[src/rtl/udp_frame_scheduler_pkg.sv]
// Shared types and constants for the UDP frame scheduler and its VRAM reader.
// Header and tail lengths describe the byte_data generator's fixed packet framing.
package udp_sched_pkg;

   typedef enum logic [2:0] {IDLE, START, ACK, RUN, GAP} state_t;

   localparam int HDR_BYTES   = 42;
   localparam int TAIL_CYCLES = 20;

   function automatic int ceil_div(input int num, input int den);
      return (num + den - 1) / den;
   endfunction

endpackage

[src/rtl/udp_vram_reader.sv]
// Times VRAM reads against the generator: payload byte k is read RD_LAT cycles before it is consumed.
// Free-running once started; no backpressure, abort stops any pending reads.
module udp_vram_reader
   import udp_sched_pkg::*;
#(
   parameter int RD_LAT = 1,
   parameter int ADDR_W = 22
)(
   input  logic              i_clk,
   input  logic              i_rst,
   input  logic              i_start,
   input  logic              i_abort,
   input  logic [ADDR_W-1:0] i_base,
   input  logic [14:0]       i_len,
   output logic              o_vram_en,
   output logic [ADDR_W-1:0] o_vram_addr
);

   // Counter value (cycles since the start edge) at which byte 0's read is registered.
   localparam logic [15:0] FIRST_CNT = 16'(HDR_BYTES - 1 - RD_LAT);

   logic [15:0]       r_cnt;
   logic              r_act;
   logic [ADDR_W-1:0] r_base;
   logic [14:0]       r_len;
   logic              r_en;
   logic [ADDR_W-1:0] r_addr;

   logic [15:0]       w_off;
   logic              w_hit;
   logic              w_last;

   assign w_off  = r_cnt - FIRST_CNT;
   assign w_hit  = r_act && (r_cnt >= FIRST_CNT) && (w_off < {1'b0, r_len});
   assign w_last = w_hit && (w_off == ({1'b0, r_len} - 16'd1));

   always_ff @(posedge i_clk) begin
      if (i_rst) begin
         r_cnt  <= '0;
         r_act  <= 1'b0;
         r_base <= '0;
         r_len  <= '0;
         r_en   <= 1'b0;
         r_addr <= '0;
      end else begin
         r_en   <= w_hit && !i_abort;
         r_addr <= (w_hit && !i_abort) ? (r_base + ADDR_W'(w_off)) : '0;
         if (r_act)
            r_cnt <= r_cnt + 16'd1;
         if (i_abort || w_last)
            r_act <= 1'b0;
         if (i_start) begin
            r_act  <= 1'b1;
            r_cnt  <= '0;
            r_base <= i_base;
            r_len  <= i_len;
         end
      end
   end

   assign o_vram_en   = r_en;
   assign o_vram_addr = r_addr;

endmodule

[src/rtl/udp_frame_scheduler.sv]
// Walks one VRAM frame as rows x segments x clones, starting byte_data once per packet.
// Start-to-generator latency 1 cycle; paced by generator busy plus IFG_CYCLES, no other backpressure.
module udp_frame_scheduler
   import udp_sched_pkg::*;
#(
   parameter int H_BYTES    = 1920,
   parameter int V_ROWS     = 1080,
   parameter int SEG_BYTES  = 1440,
   parameter int CLONES     = 1,
   parameter int IFG_CYCLES = 12,
   parameter int RD_LAT     = 1,
   parameter int ADDR_W     = 22
)(
   input  logic              i_clk,
   input  logic              i_rst,
   input  logic              i_frame_start,
   input  logic              i_gen_busy,
   output logic              o_gen_start,
   output logic [14:0]       o_data_byte,
   output logic [7:0]        o_row_number,
   output logic [15:0]       o_segment_num,
   output logic [7:0]        o_index_clone,
   output logic              o_vram_en,
   output logic [ADDR_W-1:0] o_vram_addr,
   output logic              o_frame_busy,
   output logic              o_frame_done,
   output logic              o_overrun,
   output logic              o_gen_err
);

   localparam int          NSEG       = ceil_div(H_BYTES, SEG_BYTES);
   localparam logic [14:0] SEG_LEN    = 15'(SEG_BYTES);
   localparam logic [14:0] H_LEN      = 15'(H_BYTES);
   localparam logic [14:0] FIRST_LEN  = (SEG_LEN < H_LEN) ? SEG_LEN : H_LEN;
   localparam logic [15:0] LAST_SEG   = 16'(NSEG - 1);
   localparam logic [15:0] LAST_ROW   = 16'(V_ROWS - 1);
   localparam logic [7:0]  LAST_CLONE = 8'(CLONES - 1);
   localparam logic [15:0] LAST_GAP   = 16'(IFG_CYCLES - 1);
   localparam logic [ADDR_W-1:0] ROW_STEP = ADDR_W'(H_BYTES);

   state_t            r_state;
   logic [15:0]       r_row;
   logic [15:0]       r_seg;
   logic [7:0]        r_clone;
   logic [14:0]       r_seg_off;
   logic [14:0]       r_data_byte;
   logic [ADDR_W-1:0] r_row_base;
   logic [15:0]       r_gap_cnt;
   logic              r_ack_wait;
   logic              r_gen_start;
   logic              r_frame_busy;
   logic              r_frame_done;
   logic              r_overrun;
   logic              r_gen_err;

   logic [14:0]       w_next_off;
   logic [14:0]       w_next_rem;
   logic [14:0]       w_next_len;
   logic [ADDR_W-1:0] w_base;

   // Only consulted when another segment exists, so the offset never passes H_BYTES.
   assign w_next_off = r_seg_off + SEG_LEN;
   assign w_next_rem = H_LEN - w_next_off;
   assign w_next_len = (w_next_rem < SEG_LEN) ? w_next_rem : SEG_LEN;
   assign w_base     = r_row_base + ADDR_W'(r_seg_off);

   always_ff @(posedge i_clk) begin
      if (i_rst) begin
         r_state      <= IDLE;
         r_row        <= '0;
         r_seg        <= '0;
         r_clone      <= '0;
         r_seg_off    <= '0;
         r_data_byte  <= '0;
         r_row_base   <= '0;
         r_gap_cnt    <= '0;
         r_ack_wait   <= 1'b0;
         r_gen_start  <= 1'b0;
         r_frame_busy <= 1'b0;
         r_frame_done <= 1'b0;
         r_overrun    <= 1'b0;
         r_gen_err    <= 1'b0;
      end else begin
         r_gen_start  <= 1'b0;
         r_frame_done <= 1'b0;
         r_gen_err    <= 1'b0;
         r_overrun    <= i_frame_start && r_frame_busy;
         case (r_state)
            IDLE: begin
               // A start coinciding with the done pulse is dropped, not queued.
               if (i_frame_start && !r_frame_done) begin
                  r_row        <= '0;
                  r_seg        <= '0;
                  r_clone      <= '0;
                  r_seg_off    <= '0;
                  r_row_base   <= '0;
                  r_data_byte  <= FIRST_LEN;
                  r_frame_busy <= 1'b1;
                  r_gen_start  <= 1'b1;
                  r_state      <= START;
               end
            end
            START: begin
               r_ack_wait <= 1'b0;
               r_state    <= ACK;
            end
            ACK: begin
               if (i_gen_busy) begin
                  r_state <= RUN;
               end else if (r_ack_wait) begin
                  r_gen_err    <= 1'b1;
                  r_frame_busy <= 1'b0;
                  r_state      <= IDLE;
               end else begin
                  r_ack_wait <= 1'b1;
               end
            end
            RUN: begin
               if (!i_gen_busy) begin
                  r_gap_cnt <= '0;
                  r_state   <= GAP;
               end
            end
            GAP: begin
               if (r_gap_cnt != LAST_GAP) begin
                  r_gap_cnt <= r_gap_cnt + 16'd1;
               end else if (r_clone != LAST_CLONE) begin
                  r_clone     <= r_clone + 8'd1;
                  r_gen_start <= 1'b1;
                  r_state     <= START;
               end else if (r_seg != LAST_SEG) begin
                  r_clone     <= '0;
                  r_seg       <= r_seg + 16'd1;
                  r_seg_off   <= w_next_off;
                  r_data_byte <= w_next_len;
                  r_gen_start <= 1'b1;
                  r_state     <= START;
               end else if (r_row != LAST_ROW) begin
                  r_clone     <= '0;
                  r_seg       <= '0;
                  r_seg_off   <= '0;
                  r_data_byte <= FIRST_LEN;
                  r_row       <= r_row + 16'd1;
                  r_row_base  <= r_row_base + ROW_STEP;
                  r_gen_start <= 1'b1;
                  r_state     <= START;
               end else begin
                  r_frame_done <= 1'b1;
                  r_frame_busy <= 1'b0;
                  r_state      <= IDLE;
               end
            end
            default: r_state <= IDLE;
         endcase
      end
   end

   udp_vram_reader #(
      .RD_LAT (RD_LAT),
      .ADDR_W (ADDR_W)
   ) u_reader (
      .i_clk       (i_clk),
      .i_rst       (i_rst),
      .i_start     (r_gen_start),
      .i_abort     (r_gen_err),
      .i_base      (w_base),
      .i_len       (r_data_byte),
      .o_vram_en   (o_vram_en),
      .o_vram_addr (o_vram_addr)
   );

   assign o_gen_start   = r_gen_start;
   assign o_data_byte   = r_data_byte;
   assign o_row_number  = r_row[7:0];
   assign o_segment_num = r_seg;
   assign o_index_clone = r_clone;
   assign o_frame_busy  = r_frame_busy;
   assign o_frame_done  = r_frame_done;
   assign o_overrun     = r_overrun;
   assign o_gen_err     = r_gen_err;

endmodule

[config.mk]
export PLATFORM = sky130hd
export DESIGN_NAME = udp_frame_scheduler
export DESIGN_NICKNAME = d
export VERILOG_FILES = /design/src/rtl/udp_frame_scheduler_pkg.sv /design/src/rtl/udp_vram_reader.sv /design/src/rtl/udp_frame_scheduler.sv
export SDC_FILE = /design/constraint.sdc
export NUM_CORES = 1
export LEC_CHECK = 0
export CAP_MARGIN = 20
export CORE_MARGIN = 2
export CORE_UTILIZATION = 45
export CTS_CLUSTER_SIZE = 40
export DETAILED_ROUTE_END_ITERATION = 10
export HOLD_SLACK_MARGIN = 0.03
export SLEW_MARGIN = 20
export SYNTH_ARGS = -nofsm -noshare
export SYNTH_HDL_FRONTEND = slang
export SYNTH_SLANG_ARGS = --single-unit
[constraint.sdc]
create_clock -name i_clk -period 8.3 [get_ports i_clk]
set_clock_uncertainty 0.05 [all_clocks]
set_input_delay 1.245 -clock i_clk [delete_from_list [all_inputs] [get_ports i_clk]]
set_output_delay 1.245 -clock i_clk [all_outputs]
set_load 0.005 [all_outputs]
# --- Yosys cells after proc, flatten, opt, wreduce, memory -nomap -nowiden ---
# Cells that the tools add are included.
totals:
  out_inout_bits: 75
  regBits: 194
  elab_cells: 154
op_classes:
  order_cmp: 3
  bitwise_logic: 3
  mux: 68
  n_eq_ne: 21
  n_reduce_logical: 27
  n_addsub: 12
ops:
  columns: ["operator", "count"]
  rows:
  - ["$mux 16", 11]
  - ["$mux 15", 11]
  - ["$mux 22", 5]
  - ["$pmux 16 s2", 3]
  - ["$add 16x1->16 const B", 4]
  - ["$pmux 15 s2", 2]
  - ["$pmux 22 s2", 1]
  - ["$mux 8", 5]
  - ["$add 22x11->22 const B", 1]
  - ["$add 22x15->22", 1]
  - ["$add 22x16->22", 1]
  - ["$mux 1", 20]
  - ["$ne 2x2->1 const B", 10]
  - ["$eq 16x16->1", 1]
  - ["$ge 16x6->1 const B", 1]
  - ["$lt 16x15->1", 1]
  - ["$ne 16x1->1 const B", 1]
  - ["$ne 16x11->1 const B", 1]
  - ["$ne 16x4->1 const B", 1]
  - ["$pmux 8 s2", 1]
  - ["$sub 15x1->16 const B", 1]
  - ["$sub 16x6->16 const B", 1]
  - ["$add 15x11->15 const B", 1]
  - ["$lt 15x11->1 const B", 1]
  - ["other kinds (28)", 48]

# --- Logic depth before layout (Yosys ltp) ---
# Gate-level depths: netlist of the first run.
depth:
  depth_word: 8
  mapped_depth: 14
  mapped_depth_nobuf: 14

# --- By module ---
# From an unflattened synthesis of the first run, not the netlist that was laid out.
unflattened:
  cells_unflattened: 1200
  hier_area_um2: 10131.0
by_module_without_submodules:
  columns: ["module", "cells_each", "n_inst", "seq_area_each_um2", "area_each_um2"]
  rows:
  - ["udp_frame_scheduler", 660, 1, 2021.9, 5436.5]
  - ["udp_vram_reader", 540, 1, 1541.5, 4694.5]

# --- Worst setup path after synthesis of the first run ---
# OpenSTA, ideal clock, no wires.
synth_path:
  path_type: "register to register"
  start: "reg u_reader.r_cnt[3]"
  end: "reg u_reader.r_addr[16] (netlist: u_reader.o_vram_addr[16])"
  t_arrival_ns: 3.260
  t_required_ns: 8.172
  setup_slack_ns: 4.912
  n_path_buf: 1
  path_stages_with_launch: 14
  path_cell_list: "dfxtp_1 -> inv_1 -> ha_1 -> nand2b_1 -> nand2_1 -> or3_1 -> nor3_1 -> xor2_1 -> ha_1 -> a2111oi_0 -> a31oi_1 -> or4b_1 -> clkbuf_1 -> nor3_1"
synth_via:
  elab_chain_len: 6
  elab_cells_between_ends: 9
  cone_classes: "2 x add/sub; 2 x order compare; 1 x bitwise; 4 x reduce/logical"
synth_lines:
  columns: ["element", "line", "rtl"]
  rows:
  - ["start: declaration", "udp_vram_reader.sv:22", "logic [15:0] r_cnt;"]
  - ["start signal: assignment", "udp_vram_reader.sv:49", "r_cnt <= r_cnt + 16'd1;"]
  - ["$sub 16x6->16 or $ge 16x6->1 (tied branches)", "udp_vram_reader.sv:33, udp_vram_reader.sv:34", null]
  - ["$lt 16x15->1 or $logic_and 1x1->1 (tied branches)", "udp_vram_reader.sv:34", "assign w_hit = r_act && (r_cnt >= FIRST_CNT) && (w_off < {1'b0, r_len});"]
  - ["$logic_and 1x1->1", "udp_vram_reader.sv:34", null]
  - ["$logic_and 1x1->1", "udp_vram_reader.sv:47", "r_addr <= (w_hit && !i_abort) ? (r_base + ADDR_W'(w_off)) : '0;"]
  - ["$not 1->1 (no line)", null, null]
  - ["$reduce_or 2->1 (no line)", null, null]
  - ["end signal: assignment", "udp_vram_reader.sv:47", null]
  - ["end: declaration", "udp_vram_reader.sv:27", "logic [ADDR_W-1:0] r_addr;"]
# Parallel ways exist; a longest one is shown, timed or not.
# A chain may end at the register's enable or synchronous reset.

# --- Final worst setup path of the first run ---
layout_path:
  start: "reg u_reader.r_cnt[3]"
  end: "reg u_reader.r_addr[13] (netlist: u_reader.o_vram_addr[13])"
# The elaborated chain is that of the path after synthesis.

==> Implementation_results.wiki, run 1 <==
{| class="wikitable"
! Metric !! Value
|-
| Number of enable-type register cells in the synthesized netlist || 0
|-
| Share of total power in combinational logic || under 10%
|-
| Register bit count reported by yosys || ~170
|-
| Clock root cell || sky130_fd_sc_hd__clkbuf_16
|-
| Count of max-cap constraint violations || 0
|-
| DRC errors left || 0
|-
| CTS tree || done
|-
| Longest Clk Path Bufs || 2
|-
| Routability cong. || around 0.83
|-
| Inserted Clock Buffers || 17
|-
| Worst flop-to-flop path startpoint || u_reader.r_cnt[3]$_SDFFE_PP0P_
|-
| Power dissipated by switching net loads || 410 µW
|-
| Core Footprint || between 20000 and 25000 µm²
|-
| Detailed-route via count || 7394
|-
| Slowest cell on crit path || sky130_fd_sc_hd__or4b_1
|-
| Slew margin rel. || a little under two fifths
|-
| Number of pins with negative max-slew slack in the final report || 0
|-
| Number of top-level pins || between 70 and 80
|-
| Maximum achievable frequency || 253 MHz
|-
| Instance count of the mapped netlist || 1082
|-
| Synthesis Warnings || 0
|-
| Share of synthesized area occupied by flip-flops and latches || 37.1%
|-
| Leakage || 0.00395 µW
|-
| Cell area after synthesis || 9130 µm²
|-
| Die Span X || 146 µm
|-
| Number of global-route vias before repair || 6880
|-
| Total number of clock tree sinks || 169
|-
| Unique cell type count in the Yosys netlist || 77
|-
| Required time of the critical path || 8590 ps
|-
| Cts hold-fix bufs || 0
|-
| Power density cells || 171 nW/µm²
|-
| Top Metal Used || met4
|-
| Placed wire-length estimate || between 10 and 15 mm
|-
| Overflow after GRT || 0
|-
| Async set-reset flop share out of synthesis || 0%
|-
| Initial antenna violation count || 0
|-
| Type of the most critical hold path || flip-flop to flip-flop
|-
| Fraction of power consumed by the clock network || a little under half
|-
| Worst hold path stage count || 2
|-
| Kind of end point of the critical path || flip-flop
|-
| Initial Utilization || 45.6%
|-
| Flop2flop setup slack || 4350 ps
|-
| Power consumption || 1810 µW
|-
| Buffers on Ports || 74
|-
| Switching fraction of total power || 22.6%
|-
| RSZ-0062 raised after global routing || false
|-
| Critical register-to-register path endpoint || u_reader.o_vram_addr[13]$_SDFF_PP0_
|-
| Setup TNS || 0 ps
|-
| Most frequent cells in the layout || sky130_fd_sc_hd__nor2_1 (177), sky130_fd_sc_hd__dfxtp_1 (168), sky130_fd_sc_hd__clkdlybuf4s50_1 (73)
|-
| Overall fraction of global-route tracks in use || 19.2%
|-
| Destination of the critical timing path || u_reader.o_vram_addr[13]$_SDFF_PP0_
|-
| Shortest period the worst path allows || 3950 ps
|-
| Number of cells on the worst reg-to-reg path || 12
|-
| Number of core rows || 52
|-
| Wire length of the first global-routing pass || ~34 mm
|-
| Die height || 146 µm
|-
| Sequential Power Share || 46.2%
|-
| Avg Synthesized Cell Area || 8.44 µm²
|-
| Internal power || between 1000 and 1500 µW
|-
| WP data arrival || 4240 ps
|-
| Largest stage delay on the critical path || 860 ps
|-
| Most used flip-flop cell after synthesis || sky130_fd_sc_hd__dfxtp_1
|-
| Worst Setup SP || u_reader.r_cnt[3]$_SDFFE_PP0P_
|-
| # diodes || 0
|-
| Post-cts resize count || 0
|-
| DR WL met2 || 8.89 mm
|-
| Clock transition at the register clock pins on the worst setup and hold paths after CTS || 60 ps
|-
| Number of hold-slack violations in the final timing report || 0
|-
| Category of the most critical setup path || flip-flop to flip-flop
|-
| Post-synthesis to final-layout area growth || 16.3%
|-
| Sequence of cells on the critical path || inv_1, ha_1, nand2b_1, nand2_1, or3_1, nor3_1, xor2_1, ha_1, a2111oi_0, a31oi_1, or4b_1, nor3_1
|-
| Most frequent standard cell in the layout excluding fill and tap cells || sky130_fd_sc_hd__nor2_1
|-
| Outcome || finished clean
|-
| Cell type contributing the most total cell area after synthesis || sky130_fd_sc_hd__dfxtp_1
|-
| Skew-Pair Late Insertion Delay || 430 ps
|-
| Share of the cycle needed by the critical path after routing || 47.6%
|-
| First-pass detailed-route iteration total || 5
|-
| Biggest fanout along the worst timing path || 22
|-
| Routed met1 length || 10.2 mm
|-
| Detailed-routed wire length on met3 || 608 µm
|-
| Number of violations reported at the end of detailed-routing iteration 0 || 409
|-
| Total Die Area || 21400 µm²
|-
| Critical path launch point type || flip-flop
|-
| Total Routed Length || 20.0 mm
|-
| Routed wire per std cell || 14.2 µm
|-
| Layout cells sized above 1 || approximately 5.7%
|-
| Net total in the final layout || 1175
|-
| Ranking of synthesized cells by area || sky130_fd_sc_hd__dfxtp_1 (37%), sky130_fd_sc_hd__nor2_1 (7.3%), sky130_fd_sc_hd__ha_1 (6.2%)
|-
| Area share of the largest cell type after synthesis || 37.1%
|-
| Final Setup Violations || 0
|-
| H-tree levels || 4
|-
| Slew of the pin with the lowest slew margin || 942 ps
|-
| Peak VDD IR || 141 µV
|-
| Via-to-Cell Ratio || between 5 and 6
|-
| Buffers inserted by post-CTS timing repair || 0
|-
| Residual antenna-violating net count after detailed routing || 0
|-
| Largest net degree at the start of global routing || 69
|}
==> sequential cells by signal, summed over array words and instances, names as in the netlist, 3 cells and up <==
name and cells:
o_segment_num 16, o_index_clone 8, r_row 16, u_reader.r_len 11, r_state 3, o_data_byte 11
u_reader.o_vram_addr 22, r_gap_cnt 16, r_seg_off 10, u_reader.r_cnt 16, r_row_base 15, u_reader.r_base 17
==> layer usage <==
metal  global-route usage (%)  vias to the layer above
li1                         -                     3828
met1                     27.4                     3431
met2                     29.6                      110
met3                     3.25                       25
met4                     6.41                        0
met5                        0                        -
==> critical path: cells and delay by family, from the launching register on <==
family	cells	cell delay, ps
XOR/XNOR	1	330
AO/OA/AOI/OAI	2	540
AND/OR/NAND/NOR	6	1970
flip-flops	1	380
adder cells (fa/ha/maj)	2	490
buffers and inverters	1	110
==> synth_stat cells, drive strengths merged, types with 3 or more instances <==
cell type and n:
a2111oi 6, a211oi 11, a21o 4, a21oi 55, a22oi 6, a311oi 4, a31oi 4, a32o 5
and2 8, and3 30, and4 5, buf 23, clkbuf 31, dfxtp 169, ha 45, inv 44
mux2 3, mux2i 24, nand2 64, nand2b 9, nand3 36, nand3b 6, nand4 18, nor2 178
nor2b 7, nor3 36, nor3b 8, nor4 14, nor4b 9, o21a 7, o21ai 38, o31ai 4
or2 5, or3 21, or4b 4, xnor2 62, xor2 60
==> final cells by class <==
class	instances	area [µm²]
clock buffers	22	484
repair buffers	76	751
fillers	1922	9420
inverters	44	165
multi-input cells	818	5330
well taps	270	338
clock inverters	9	163
flip-flops and latches	169	3380
==> cells by family (layout without fill, tap and decap cells) <==
family          after synthesis  after routing  share of synthesized area (%)
other cells                   1              4                         0.0411
simple gates                462            462                           25.8
buf+inv                      98            151                           4.67
compound gates              158            158                           11.4
flops                       169            169                           37.1
xor+xnor                    122            122                           11.8
fa+ha+maj                    45             45                           6.17
mux                          27             27                           3.04
==> worst min-delay path by stage <==
stage / to / start / slack (ps)
after floorplan: r_row[13]$_SDFFE_PP0P_ / r_row[13]$_SDFFE_PP0P_ / 410
after global placement: r_row[13]$_SDFFE_PP0P_ / r_row[13]$_SDFFE_PP0P_ / 430
after detailed placement: u_reader.r_base[21]$_SDFFE_PP0P_ / u_reader.r_base[21]$_SDFFE_PP0P_ / 430
after CTS: r_row[13]$_SDFFE_PP0P_ / r_row[13]$_SDFFE_PP0P_ / 450
after global routing: o_data_byte[14]$_SDFFE_PP0P_ / o_data_byte[14]$_SDFFE_PP0P_ / 470
final: u_reader.r_base[21]$_SDFFE_PP0P_ / u_reader.r_base[21]$_SDFFE_PP0P_ / 450
==> metrics by stage <==
step	worst slack [ps]	utilization, %	hold slack [ps]	instances	area [µm²]
after floorplan	4910	-	411	1085	9140
after global placement	4490	49.7	427	1377	9970
after detailed placement	4350	49.7	435	1377	9970
after CTS	4330	53.0	452	1408	10600
after global routing	3830	53.0	473	1408	10600
final	4350	53.0	449	1408	10600
==> power groups by stage <==
stage,registers (µW),logic (µW),clock network (µW)
after floorplan,851,89.9,0
after global placement,856,115,0
after detailed placement,856,115,0
after CTS,838,116,881
after global routing,839,129,919
final,838,115,861
(Power assumes the default switching activity.)
==> inputs of run 2 (changes only) <==
==> constraint.sdc (replaced) <==
create_clock -name i_clk -period 4.05 [get_ports i_clk]
set_clock_uncertainty 0.05 [all_clocks]
set_input_delay 0.6075 -clock i_clk [delete_from_list [all_inputs] [get_ports i_clk]]
set_output_delay 0.6075 -clock i_clk [all_outputs]
set_load 0.005 [all_outputs]
==> run 2 against run 1 <==
Net effect:
- utilization is 0.11 points lower
- critical path type unchanged
- hold slack worse by 1.3 ps
- via count is 0.32% higher
- clock power is 82% higher
- largest power group is now sequential cells
- first-iteration DRC count is 2.4% higher
- non-clock buffer count is 9 higher
- critical path depth is 1 higher
- sequential power is 110% higher
- flip-flop and latch count stayed put
- global-route usage is 0.10 points higher
- routed wire length is 1.2% higher
==> Implementation_results.wiki, run 2 (synthesis gave the netlist of run 1 again) <==
{| class="wikitable"
! Metric !! Value
|-
| Core Footprint || 20000 µm² (unchanged)
|-
| Count of max-cap constraint violations || 0 (unchanged)
|-
| Cts hold-fix bufs || 0 (unchanged)
|-
| Total Die Area || 21400 µm² (unchanged)
|-
| Kind of end point of the critical path || flip-flop
|-
| Post-synthesis to final-layout area growth || 16.0%
|-
| Routability cong. || 0.836 (+0.69%)
|-
| Number of flip-flops under the largest register name || 22 (unchanged)
|-
| Buffers on Ports || 74 (unchanged)
|-
| Initial Utilization || 45.6% (unchanged)
|-
| Sequential cell area || 3380 µm² (unchanged)
|-
| Detailed-route via count || 7418 (+0.32%)
|-
| Leakage || 0.00394 µW (-0.16%)
|-
| Number of fill cells || 1937 (+0.78%)
|-
| WP data arrival || 4030 ps (-210 ps)
|-
| Overflow after GRT || 0 (unchanged)
|-
| Power density cells || 333 nW/µm² (+95%)
|-
| Number of pins with negative max-slew slack in the final report || 0 (unchanged)
|-
| Required time of the critical path || 4340 ps (-4250 ps)
|-
| Initial antenna violation count || 0 (unchanged)
|-
| Final cell area excluding filler cells || 10600 µm² (-0.21%)
|-
| Category of the most critical setup path || flip-flop to flip-flop
|-
| Maximum achievable frequency || 267 MHz (+5.7%)
|-
| RSZ-0062 raised after global routing || false
|-
| Area after detailed placement || 10000 µm² (+0.68%)
|-
| # diodes || 0 (unchanged)
|-
| Outcome || finished clean
|-
| Post-cts resize count || 0 (unchanged)
|-
| Biggest fanout along the worst timing path || 22 (unchanged)
|-
| First-pass detailed-route iteration total || 5 (unchanged)
|-
| Overall fraction of global-route tracks in use || 19.3% (+0.10 points)
|-
| Placed wire-length estimate || 14.6 mm (+1.2%)
|-
| Layout cells sized above 1 || 6.36% (+0.65 points)
|-
| Total number of clock tree sinks || 169 (unchanged)
|-
| Number of hold-slack violations in the final timing report || 0 (unchanged)
|-
| Number of global-route vias before repair || 6824 (-0.81%)
|-
| Type of the most critical hold path || flip-flop to flip-flop
|-
| Number of top-level pins || 79 (unchanged)
|-
| Multi-input gate area || 5330 µm² (unchanged)
|-
| Slew of the pin with the lowest slew margin || 917 ps (-25.3 ps)
|-
| Worst Hold Slack || 448 ps (-1.27 ps)
|-
| Setup TNS || 0 ps (unchanged)
|-
| Shortest period the worst path allows || 3740 ps (-211 ps)
|-
| Clock transition at the register clock pins on the worst setup and hold paths after CTS || 60 ps (about the same)
|-
| Routed wire per std cell || 14.3 µm (+0.44%)
|-
| Net total in the final layout || 1184 (+0.77%)
|-
| Die height || 146 µm (unchanged)
|-
| Via-to-Cell Ratio || 5.23 (-0.38%)
|-
| Residual antenna-violating net count after detailed routing || 0 (unchanged)
|-
| Total Routed Length || 20.3 mm (+1.2%)
|-
| DRC errors left || 0 (unchanged)
|-
| Slew margin rel. || 38.7% (+1.7 points)
|-
| Number of violations reported at the end of detailed-routing iteration 0 || 419 (+2.4%)
|-
| Number of core rows || 52 (unchanged)
|-
| Share of the cycle needed by the critical path after routing || 92.4% (+45 points)
|-
| Largest net degree at the start of global routing || 69 (unchanged)
|-
| Skew-Pair Late Insertion Delay || 430 ps (about the same)
|-
| CTS tree || done
|-
| Wire length of the first global-routing pass || 33.8 mm (-0.49%)
|-
| Buffers inserted by post-CTS timing repair || 0 (unchanged)
|-
| Longest Clk Path Bufs || 2 (unchanged)
|-
| Die Span X || 146 µm (unchanged)
|-
| Clock root cell || sky130_fd_sc_hd__clkbuf_16
|-
| Largest stage delay on the critical path || 480 ps (-380 ps)
|-
| Critical path launch point type || flip-flop
|-
| Slowest cell on crit path || sky130_fd_sc_hd__or4b_1
|-
| Peak VDD IR || 298 µV (+110%)
|-
| Inserted Clock Buffers || 17 (unchanged)
|-
| Most frequent standard cell in the layout excluding fill and tap cells || sky130_fd_sc_hd__nor2_1
|-
| H-tree levels || 4 (unchanged)
|-
| Final Setup Violations || 0 (unchanged)
|-
| Most frequent cells in the layout || sky130_fd_sc_hd__nor2_1 (177), sky130_fd_sc_hd__dfxtp_1 (168), sky130_fd_sc_hd__clkdlybuf4s50_1 (73)
|-
| Sequence of cells on the critical path || inv_1, ha_1, nand2b_1, nand2_1, or3_1, nor3_1, xor2_1, ha_1, a2111oi_0, a31oi_1, or4b_1, buf_4, nor3_1
|}
## run 2: changes by cell type in the layout (fill, tap and decap cells not counted)
cell and change:
sky130_fd_sc_hd__buf_4 +9, sky130_fd_sc_hd__bufinv_16 -3, sky130_fd_sc_hd__clkinv_2 +3, sky130_fd_sc_hd__clkinv_4 -3, sky130_fd_sc_hd__clkinvlp_4 +3, sky130_fd_sc_hd__clkbuf_1 +2
sky130_fd_sc_hd__clkbuf_8 -2, sky130_fd_sc_hd__inv_6 +1
## run 2: metrics by stage
| stage | setup WS (ps) | total power (µW) | std cells | utilization [%] |
|---|---|---|---|---|
| 2_1_floorplan | 662 | 1930 | 1085 | - |
| 3_5_place_dp | 337 | 2000 | 1386 | 50.1 |
| 3_3_place_gp | 451 | 2000 | 1386 | 50.1 |
| 5_1_grt | 56.4 | 3670 | 1418 | 52.9 |
| 4_1_cts | 318 | 3570 | 1418 | 52.9 |
| 6_report | 307 | 3530 | 1418 | 52.9 |
## run 2: path summary, 6_finish.rpt
kind / startpoint / endpoint / slack (ps) / cells after the start
worst max register to register: u_reader.r_cnt[4]$_SDFFE_PP0P_ / u_reader.o_vram_addr[13]$_SDFF_PP0_ / 310 / 13
worst max-delay path: u_reader.r_cnt[4]$_SDFFE_PP0P_ / u_reader.o_vram_addr[13]$_SDFF_PP0_ / 310 / 13
worst min-delay path: o_data_byte[0]$_SDFFE_PP0P_ / o_data_byte[0]$_SDFFE_PP0P_ / 450 / 1
worst min register to register: o_data_byte[0]$_SDFFE_PP0P_ / o_data_byte[0]$_SDFFE_PP0P_ / 450 / 1
## run 2: layout make-up
cell class	instances	share of cell area, %
multi-input cells	818	50.3
flip-flops and latches	169	32.0
repair buffers	85	7.72
clock buffers	22	4.38
well taps	270	3.19
inverters	44	1.56
clock inverters	10	0.874
## run 2: metal layers
metal  GRT usage [%]  up-vias  part of all wire (%)  wire length (µm)
li1                -     3842                     -                 -
met1            26.9     3424                    51             10300
met2            29.9      128                    44              8980
met3            3.62       24                   2.9               598
met4            7.09        0                   1.7               350
met5               0        -                     0                 0
## run 2: report_power, final
| part | switching, µW | internal [µW] | total, µW |
|---|---|---|---|
| combinational | 144 | 96.7 | 241 |
| clock | 687 | 880 | 1570 |
| sequential | 33.4 | 1690 | 1720 |
| total | 864 | 2660 | 3530 |
## run 2: critical path, delay by kind of cell, from the launching register on
kind	cells	cell delay, ps
simple gates	6	1520
xor+xnor	1	350
buf+inv	2	370
fa+ha+maj	2	510
compound gates	2	530
flops	1	330
==> inputs of run 3 (changes only) <==
--- a/config.mk
+++ b/config.mk
@@ -6,12 +6,14 @@
 export NUM_CORES = 1
 export LEC_CHECK = 0
 export CAP_MARGIN = 20
-export CORE_MARGIN = 2
+export CORE_MARGIN = 4
 export CORE_UTILIZATION = 45
 export CTS_CLUSTER_SIZE = 40
 export DETAILED_ROUTE_END_ITERATION = 10
 export HOLD_SLACK_MARGIN = 0.03
+export SKIP_CTS_REPAIR_TIMING = 1
 export SLEW_MARGIN = 20
 export SYNTH_ARGS = -nofsm -noshare
 export SYNTH_HDL_FRONTEND = slang
 export SYNTH_SLANG_ARGS = --single-unit
+export TNS_END_PERCENT = 50
==> run 3 against run 2 <==
Net effect:
- global-route usage shrank 0.37 points
- sequential share of layout area decreased by 0.071 points
- routed wire length rose by 3.0%
- fmax down 0.59%
- non-clock buffer count up 1
- hold slack lost 15 ps
- highest routed layer unchanged
==> Implementation_results.wiki, run 3 (synthesis gave the netlist of run 1 again) <==
{| class="wikitable"
! Metric !! Value
|-
| Clock root cell || sky130_fd_sc_hd__clkbuf_16
|-
| Kind of end point of the critical path || flip-flop
|-
| Inserted Clock Buffers || 17 (unchanged)
|-
| RSZ-0062 raised after global routing || false
|-
| Internal power || 2760 µW (+3.5%)
|-
| Sequential cell area || 3380 µm² (unchanged)
|-
| Power consumption || 3580 µW (+1.5%)
|-
| Initial antenna violation count || 0 (unchanged)
|-
| Fraction of power consumed by the clock network || 45.2% (+0.8 points)
|-
| CTS tree || done
|-
| Total Die Area || 22600 µm² (+5.5%)
|-
| Multi-input gate area || 5330 µm² (about the same)
|-
| Peak VDD IR || 304 µV (+2.1%)
|-
| Layout cells sized above 1 || 6.36% (about the same)
|-
| Share of total power in combinational logic || 6.6% (-0.2 points)
|-
| Shortest period the worst path allows || 3760 ps (+22.1 ps)
|-
| Number of pins with negative max-slew slack in the final report || 0 (unchanged)
|-
| Skew-Pair Late Insertion Delay || 430 ps (about the same)
|-
| Worst hold path stage count || 2 (+1)
|-
| Power dissipated by switching net loads || 823 µW (-4.7%)
|-
| Routability cong. || 0.878 (+5.0%)
|-
| Clock transition at the register clock pins on the worst setup and hold paths after CTS || 60 ps (about the same)
|-
| Number of cells on the worst reg-to-reg path || 13 (unchanged)
|-
| Number of top-level pins || 79 (unchanged)
|-
| Number of global-route vias before repair || 6912 (+1.3%)
|-
| Required time of the critical path || 4340 ps (about the same)
|-
| Overall fraction of global-route tracks in use || 18.9% (-0.37 points)
|-
| # diodes || 0 (unchanged)
|-
| Largest net degree at the start of global routing || 68 (-1.4%)
|-
| Detailed-route via count || 7459 (+0.55%)
|-
| Number of flip-flops under the largest register name || 22 (unchanged)
|-
| Wire length of the first global-routing pass || 34.9 mm (+3.1%)
|-
| Number of violations reported at the end of detailed-routing iteration 0 || 321 (-23%)
|-
| Switching fraction of total power || 23.0% (-1.5 points)
|-
| Most frequent standard cell in the layout excluding fill and tap cells || sky130_fd_sc_hd__nor2_1
|-
| Total Routed Length || 20.9 mm (+3.0%)
|-
| Type of the most critical hold path || flip-flop to flip-flop
|-
| Setup TNS || 0 ps (unchanged)
|-
| Category of the most critical setup path || flip-flop to flip-flop
|-
| Buffers on Ports || 74 (unchanged)
|-
| Outcome || finished clean
|-
| Total number of clock tree sinks || 169 (unchanged)
|-
| Net total in the final layout || 1185 (+0.084%)
|-
| Biggest fanout along the worst timing path || 17 (-23%)
|-
| Overflow after GRT || 0 (unchanged)
|-
| Power density cells || 337 nW/µm² (+1.2%)
|-
| WP data arrival || 4060 ps (+30 ps)
|-
| Placed wire-length estimate || 15.1 mm (+3.2%)
|-
| Die height || 150 µm (+2.7%)
|-
| Die Span X || 150 µm (+2.7%)
|-
| Most frequent cells in the layout || sky130_fd_sc_hd__nor2_1 (177), sky130_fd_sc_hd__dfxtp_1 (168), sky130_fd_sc_hd__clkdlybuf4s50_1 (73)
|-
| Count of max-cap constraint violations || 0 (unchanged)
|-
| Share of the cycle needed by the critical path after routing || 93.0% (+0.55 points)
|-
| Number of core rows || 51 (-1.9%)
|-
| Slew margin rel. || 36.1% (-2.7 points)
|-
| Initial Utilization || 46.3% (+0.74 points)
|-
| H-tree levels || 4 (unchanged)
|-
| Final Setup Violations || 0 (unchanged)
|-
| Residual antenna-violating net count after detailed routing || 0 (unchanged)
|-
| Longest Clk Path Bufs || 2 (unchanged)
|-
| Critical path launch point type || flip-flop
|-
| Via-to-Cell Ratio || 5.28 (+0.98%)
|-
| Leakage || 0.00396 µW (+0.54%)
|-
| Sequential Power Share || 48.2% (-0.6 points)
|-
| Routed wire per std cell || 14.8 µm (+3.4%)
|-
| Core Footprint || 19700 µm² (-1.6%)
|-
| First-pass detailed-route iteration total || 5 (unchanged)
|-
| Slew of the pin with the lowest slew margin || 957 ps (+39.8 ps)
|-
| Number of hold-slack violations in the final timing report || 0 (unchanged)
|-
| Maximum achievable frequency || 266 MHz (-0.59%)
|-
| Post-synthesis to final-layout area growth || 16.3%
|-
| DRC errors left || 0 (unchanged)
|-
| Number of fill cells || 1821 (-6.0%)
|}
[run 3: cell types whose count changed in the layout (fill, tap and decap cells not counted), sizes merged]
cell and delta:
bufinv +2, clkinv +1, buf +1, clkinvlp -2
clkbuf -1, inv -2
[run 3: worst paths after layout]
| kind | startpoint | endpoint | slack [ps] |
|---|---|---|---|
| min | u_reader.r_base[21]$_SDFFE_PP0P_ | u_reader.r_base[21]$_SDFFE_PP0P_ | 430 |
| min reg2reg | u_reader.r_base[21]$_SDFFE_PP0P_ | u_reader.r_base[21]$_SDFFE_PP0P_ | 430 |
| max reg2reg | u_reader.r_cnt[3]$_SDFFE_PP0P_ | u_reader.o_vram_addr[13]$_SDFF_PP0_ | 290 |
| max | u_reader.r_cnt[3]$_SDFFE_PP0P_ | u_reader.o_vram_addr[13]$_SDFF_PP0_ | 290 |
[run 3: routing by layer]
metal / GRT usage [%] / up-vias / part of all wire [%]
met5: 0 / - / 0
met4: 4.94 / 0 / 1.2
met1: 27.8 / 3482 / 52
met3: 3.61 / 20 / 3.2
met2: 28.5 / 117 / 44
li1: - / 3840 / -
[run 3: layout make-up]
class                      count  area share (%)
clock inverter                 9            1.18
clock buffer                  21            4.24
timing repair buffer          86            7.78
inverter                      44            1.56
tap                          265            3.12
sequential                   169            31.9
multi-input combinational    818            50.2
[run 3: through the flow]
stage	instance area [µm²]	hold WS [ps]	worst slack [ps]	instances	util [%]
final	10600	433	285	1412	53.8
after global routing	10600	475	42.8	1412	53.8
after CTS	10600	437	139	1410	53.7
after detailed placement	10000	428	136	1380	50.8
after global placement	10000	426	276	1380	50.8
after floorplan	9140	411	662	1085	-
[run 3: power by group through the flow]
| stage | clock network [µW] | registers, µW | logic [µW] |
|---|---|---|---|
| 6_report | 1620 | 1720 | 235 |
| 5_1_grt | 1730 | 1730 | 263 |
| 4_1_cts | 1660 | 1720 | 237 |
| 3_5_place_dp | 0 | 1760 | 235 |
| 3_3_place_gp | 0 | 1760 | 234 |
| 2_1_floorplan | 0 | 1740 | 184 |
[run 3: critical path, stage by stage (launching register included)]
cell                        delay, ps
sky130_fd_sc_hd__dfxtp_1          370
sky130_fd_sc_hd__inv_1            110
sky130_fd_sc_hd__ha_1             170
sky130_fd_sc_hd__nand2b_1         160
sky130_fd_sc_hd__nand2_1           90
sky130_fd_sc_hd__or3_1            360
sky130_fd_sc_hd__nor3_1           200
sky130_fd_sc_hd__xor2_1           320
sky130_fd_sc_hd__ha_1             310
sky130_fd_sc_hd__a2111oi_0        380
sky130_fd_sc_hd__a31oi_1          170
sky130_fd_sc_hd__or4b_4           570
sky130_fd_sc_hd__buf_4            220
sky130_fd_sc_hd__nor3_1           200
